==> config.mk <==
export PLATFORM = sky130hd
export DESIGN_NAME = if_fetch_unit
export DESIGN_NICKNAME = d
export VERILOG_FILES = /design/src/rtl/if_fetch_unit.sv
export SDC_FILE = /design/constraint.sdc
export NUM_CORES = 1
export LEC_CHECK = 0
export BUFFER_PORTS_ARGS = -buffer_cell sky130_fd_sc_hd__buf_2
export CORE_MARGIN = 2
export CORE_UTILIZATION = 55
export DETAILED_ROUTE_END_ITERATION = 8
export GPL_ROUTABILITY_DRIVEN = 0
export PLACE_DENSITY = 0.8
export SLEW_MARGIN = 20
export SYNTH_ARGS = -nofsm -noshare
export SYNTH_HDL_FRONTEND = slang
export SYNTH_SLANG_ARGS = --single-unit
==> constraint.sdc <==
create_clock -name clk -period 3.4 [get_ports clk]
set_clock_uncertainty 0.2 [all_clocks]
set_input_delay 0.34 -clock clk [delete_from_list [all_inputs] [get_ports clk]]
set_output_delay 0.34 -clock clk [all_outputs]
set_load 0.02 [all_outputs]
==> src/rtl/if_fetch_unit.sv <==
// +-------------------------------------------------------------------------+
// | if_fetch_unit : PC owner, imem req/ready master, IF/ID slot with skid    |
// | Revision      : 1.0                                                      |
// +-------------------------------------------------------------------------+
`default_nettype none

module if_fetch_unit #(
  parameter logic [31:0] RESET_PC  = 32'h0000_0000,
  parameter logic [31:0] NOP_INSTR = 32'hFC00_0000
) (
  input  logic        clk,
  input  logic        rst,
  input  logic        c_PCWrite,
  input  logic        c_redirect,
  input  logic [31:0] redirect_pc,
  output logic        imem_req,
  output logic [31:0] imem_addr,
  input  logic        imem_ready,
  input  logic [31:0] imem_rdata,
  output logic [31:0] instru,
  output logic [5:0]  ctr,
  output logic [5:0]  funcode,
  output logic [31:0] pc_out,
  output logic        valid_out
);

  localparam logic [1:0] ST_FETCH = 2'd0;
  localparam logic [1:0] ST_HOLD  = 2'd1;
  localparam logic [1:0] ST_KILL  = 2'd2;

  logic [1:0]  state_q,   state_d;
  logic [31:0] pc_q,      pc_d;
  logic [31:0] instru_q,  instru_d;
  logic [31:0] pc_out_q,  pc_out_d;
  logic        valid_q,   valid_d;
  logic [31:0] skid_q,    skid_d;
  logic [31:0] skid_pc_q, skid_pc_d;
  logic [31:0] pend_pc_q, pend_pc_d;
  logic        accept;

  assign accept = c_PCWrite | ~valid_q;

  // State register
  always_ff @(posedge clk) begin
    if (rst) begin
      state_q   <= ST_FETCH;
      pc_q      <= RESET_PC;
      instru_q  <= NOP_INSTR;
      pc_out_q  <= 32'h0;
      valid_q   <= 1'b0;
      skid_q    <= 32'h0;
      skid_pc_q <= 32'h0;
      pend_pc_q <= 32'h0;
    end else begin
      state_q   <= state_d;
      pc_q      <= pc_d;
      instru_q  <= instru_d;
      pc_out_q  <= pc_out_d;
      valid_q   <= valid_d;
      skid_q    <= skid_d;
      skid_pc_q <= skid_pc_d;
      pend_pc_q <= pend_pc_d;
    end
  end

  // Next-state logic
  always_comb begin
    state_d = state_q;
    case (state_q)
      ST_FETCH: begin
        if (c_redirect && !imem_ready)
          state_d = ST_KILL;
        else if (imem_ready && !c_redirect && !accept)
          state_d = ST_HOLD;
      end
      ST_HOLD: begin
        if (c_redirect || c_PCWrite)
          state_d = ST_FETCH;
      end
      ST_KILL: begin
        if (imem_ready)
          state_d = ST_FETCH;
      end
      default: state_d = ST_FETCH;
    endcase
  end

  // Datapath / output next values
  always_comb begin
    pc_d      = pc_q;
    instru_d  = instru_q;
    pc_out_d  = pc_out_q;
    valid_d   = valid_q;
    skid_d    = skid_q;
    skid_pc_d = skid_pc_q;
    pend_pc_d = pend_pc_q;
    case (state_q)
      ST_FETCH: begin
        if (imem_ready) begin
          if (c_redirect) begin
            pc_d     = redirect_pc;
            instru_d = NOP_INSTR;
            pc_out_d = 32'h0;
            valid_d  = 1'b0;
          end else if (accept) begin
            instru_d = imem_rdata;
            pc_out_d = pc_q;
            valid_d  = 1'b1;
            pc_d     = pc_q + 32'd4;
          end else begin
            skid_d    = imem_rdata;
            skid_pc_d = pc_q;
            pc_d      = pc_q + 32'd4;
          end
        end else begin
          if (c_redirect) begin
            pend_pc_d = redirect_pc;
            instru_d  = NOP_INSTR;
            pc_out_d  = 32'h0;
            valid_d   = 1'b0;
          end else if (c_PCWrite) begin
            instru_d = NOP_INSTR;
            pc_out_d = 32'h0;
            valid_d  = 1'b0;
          end
        end
      end
      ST_HOLD: begin
        if (c_redirect) begin
          pc_d     = redirect_pc;
          instru_d = NOP_INSTR;
          pc_out_d = 32'h0;
          valid_d  = 1'b0;
        end else if (c_PCWrite) begin
          instru_d = skid_q;
          pc_out_d = skid_pc_q;
          valid_d  = 1'b1;
        end
      end
      ST_KILL: begin
        instru_d = NOP_INSTR;
        pc_out_d = 32'h0;
        valid_d  = 1'b0;
        if (c_redirect)
          pend_pc_d = redirect_pc;
        // A redirect arriving with the discarded response takes precedence
        if (imem_ready)
          pc_d = c_redirect ? redirect_pc : pend_pc_q;
      end
      default: ;
    endcase
  end

  // Output decode
  always_comb begin
    imem_req  = (state_q != ST_HOLD);
    imem_addr = pc_q;
    instru    = instru_q;
    ctr       = instru_q[31:26];
    funcode   = instru_q[5:0];
    pc_out    = pc_out_q;
    valid_out = valid_q;
  end

endmodule

`default_nettype wire

==> impl_metrics.yaml <==
die:
  die_x_microns: 131
  pin_count: 179
  fp.dieH_microns: 131
  die-area_sq_mm: 0.0173
  core_sq_mm: 0.0159
  initial_core_util: 0.562
  num_rows: 46
logic_synthesis:
  yosys.area.top_type: "dfxtp_1"
  async_flop_share: 0
  synth_top_area_frac: 0.437
  yosys_warnings: 0
  syn_inst: 1121
  synth.avg_cell_area_sq_um: 7.97
  ys_ff_latch: 195
  synth_area_sq_mm: 0.00893
  synth.distinct_cells: 75
  ys_seq_area_frac: 0.437
  ys_top_cells_by_area: "dfxtp_1 (44%), nand2_1 (9.5%), a21oi_1 (8.0%), a221oi_1 (6.5%), nor3_1 (4.2%)"
  synth_edf_count: 0
  ys.flop_type: "dfxtp_1"
  syn-num-nets: 1195
layout:
  layout-drive-gt1-share: 0.198
  area_growth_pct: 23.7
  num-fill-cells: 1262
  layout.nets: 1362
  stdcell_area_sq_mm: 0.0110
  diodes: 0
global_routing:
  grt-ovfl-total: 0
  track_usage: 0.300
  grt_pass1_wl_microns: 42700
  grt_start_max_net_pins: 86
  antenna_found_initial: 0
  grt_pass1_vias: 8286
hold_path:
  hold_path.class: "in2reg"
job:
  maxCapViolCount: 0
sta:
  setup_violations: 0
  fin_setup_tns_ps: 0
  max_slew_margin: 0.499
  finalCritPeriodShare: 0.823
  slew_violations: 0
  fmax_mhz: 357
  final-hold-violation-count: 0
  fin_crit_ps: 2800
  tightestPinTransition_ps: 744
  rsz0062_at_grt: "false"
placement:
  placed_area_sq_mm: 0.00978
  dpl.hpwl_microns: 16300
  portBuffers: 178
outcome:
  status: "finished clean"
power:
  cell_internal_pwr_mw: 4.12
  p_per_area_mw_per_mm2: 550
  clkPwrFrac: 0.350
  p_sw_frac: 0.323
  irDropWorstVdd_v: 0.000415
  p_leak_nw: 4.38
  seqPwrFrac: 0.433
  p_sw_mw: 1.97
  power_frac_comb: 0.217
detailed_routing:
  vias: 9109
  avgRoutedWirePerCell_microns: 17.5
  wl_met1_microns: 11500
  drc: 0
  wl_met3_microns: 1980
  viasPerCell: 6.00
  dr.pass1.iters: 6
  top_layer_used: "met4"
  wl_microns: 26600
  wl_met2_microns: 12500
  ant_nets: 0
  drtIter0Drc: 1234
setup_path:
  required_ps: 3520
  crit_path_end_kind: "register"
  cp-start-kind: "register"
  crit_fanout: 13
  cp_data_arrival_time_ps: 2920
  crit_type: "reg2reg"
cts:
  cts.htree.levels: 4
  cts.sinks: 195
  clockBufferDepth: 2
  insertion_delay_ps: 440
  cts_tree: "done"
  path_clk_slew_ps: 70
  cts_resized: 0
  ctsRootBufferMaster: "clkbuf_16"
  cts_buffers: 17
-- power groups by stage --
stage / clock, mW / combinational, mW / sequential [mW]
finish: 2.13 / 1.32 / 2.63
global route: 2.24 / 1.43 / 2.65
CTS: 2.15 / 1.30 / 2.62
floorplan: 0 / 0.764 / 2.75
detailed placement: 0 / 1.24 / 2.67
global placement: 0 / 1.22 / 2.67
-- cells in the mapped netlist (3+ instances only) --
library cell  number
a32oi_1            4
o211ai_1           3
xor2_1             3
buf_2             35
dfxtp_1          195
nand4_1            9
a221o_1            4
clkbuf_1          65
a22o_1             7
a31oi_1            7
and4_1             3
nor3_1            75
nor2_1            85
a211oi_1          16
xnor2_1            3
a21oi_1          142
nor4_1             5
buf_4             12
or2_2              3
nand3_1            9
inv_1             11
o21ai_0           22
nand2_1          226
a211o_1            6
a221oi_1          66
nor2b_1            7
and2_1             4
mux2i_1            8
a21o_1            12
ha_1               5
a22oi_1            9
and3_1             3
-- stage by stage --
stage | util | setup slack, ps | instances | power (mW) | hold WS (ps)
2_1_floorplan | - | 1110 | 1121 | 3.52 | 233
3_3_place_gp | 0.616 | 712 | 1421 | 3.89 | 238
3_5_place_dp | 0.616 | 605 | 1421 | 3.91 | 246
4_1_cts | 0.695 | 575 | 1517 | 6.07 | 158
5_1_grt | 0.695 | 379 | 1517 | 6.32 | 220
6_report | 0.695 | 601 | 1517 | 6.08 | 173
-- path summary, 6_finish.rpt --
kind | start | slack [ps] | to | cells past startpoint
min | imem_ready | 170 | state_q[0]$_SDFFE_PP0P_ | 3
max reg2reg | state_q[0]$_SDFFE_PP0P_ | 600 | imem_addr[9]$_SDFFE_PP0P_ | 9
max | state_q[0]$_SDFFE_PP0P_ | 600 | imem_addr[9]$_SDFFE_PP0P_ | 9
min reg2reg | skid_q[26]$_SDFFE_PP0P_ | 260 | skid_q[26]$_SDFFE_PP0P_ | 2
-- repair_timing --
action	in CTS	in global routing
setup buffers	0	0
endpoints found under the hold margin	64	0
hold buffers	64	0
-- cell type report --
| cell class | instances | area, sq um | share of cell area |
|---|---|---|---|
| multi-input combinational | 798 | 4470 | 0.404 |
| inverter | 12 | 45.0 | 0.00408 |
| sequential | 195 | 3900 | 0.353 |
| clock buffer | 17 | 425 | 0.0385 |
| clock inverter | 15 | 196 | 0.0178 |
| tap | 216 | 270 | 0.0245 |
| timing repair buffer | 264 | 1740 | 0.158 |
-- layer usage --
| layer | global-route usage | up-vias |
|---|---|---|
| met3 | 0.0486 | 54 |
| met2 | 0.473 | 442 |
| li1 | - | 4341 |
| met5 | 0 | - |
| met4 | 0.112 | 0 |
| met1 | 0.414 | 4272 |
-- cell families after synthesis --
group           after synthesis  synth area share
simple gates                454             0.231
compound gates              324             0.243
flops                       195             0.437
buf+inv                     128            0.0654
mux                           9            0.0102
xor+xnor                      6           0.00589
fa+ha+maj                     5           0.00701
-- sequential cells by signal (all words and copies together) (netlist names) --
signal and count:
imem_addr 32, instru 32, pc_out 32, pend_pc_q 32
skid_pc_q 32, skid_q 32, state_q 2, valid_out 1
-- worst max-delay path, stage by stage, from the launching register on --
cell and delay, ps:
dfxtp_1 410, inv_1 110, ha_1 290, buf_4 170, nor2b_1 480, o22ai_1 250
buf_4 250, a221o_1 360, a21oi_1 120, nor3_1 60
-- placed cells by master (no fill, tap or decap), types with 5 or more instances in the layout --
master | synthesis | final
clkbuf_16 | 0 | 17
nand3_1 | 9 | 9
inv_1 | 11 | 11
a211o_1 | 6 | 6
a22o_1 | 7 | 7
a31oi_1 | 7 | 7
nor3_1 | 75 | 74
o21ai_0 | 22 | 22
mux2i_1 | 8 | 8
a21oi_1 | 142 | 141
a211oi_1 | 16 | 16
buf_4 | 12 | 19
a21o_1 | 12 | 11
nand2_1 | 226 | 226
nand4_1 | 9 | 9
nor4_1 | 5 | 5
a22oi_1 | 9 | 9
nor2b_1 | 7 | 7
dfxtp_1 | 195 | 195
buf_2 | 35 | 177
nor2_1 | 85 | 85
dlygate4sd3_1 | 0 | 64
ha_1 | 5 | 5
a221oi_1 | 66 | 66
Note: power is estimated with default switching activity, not from simulation.
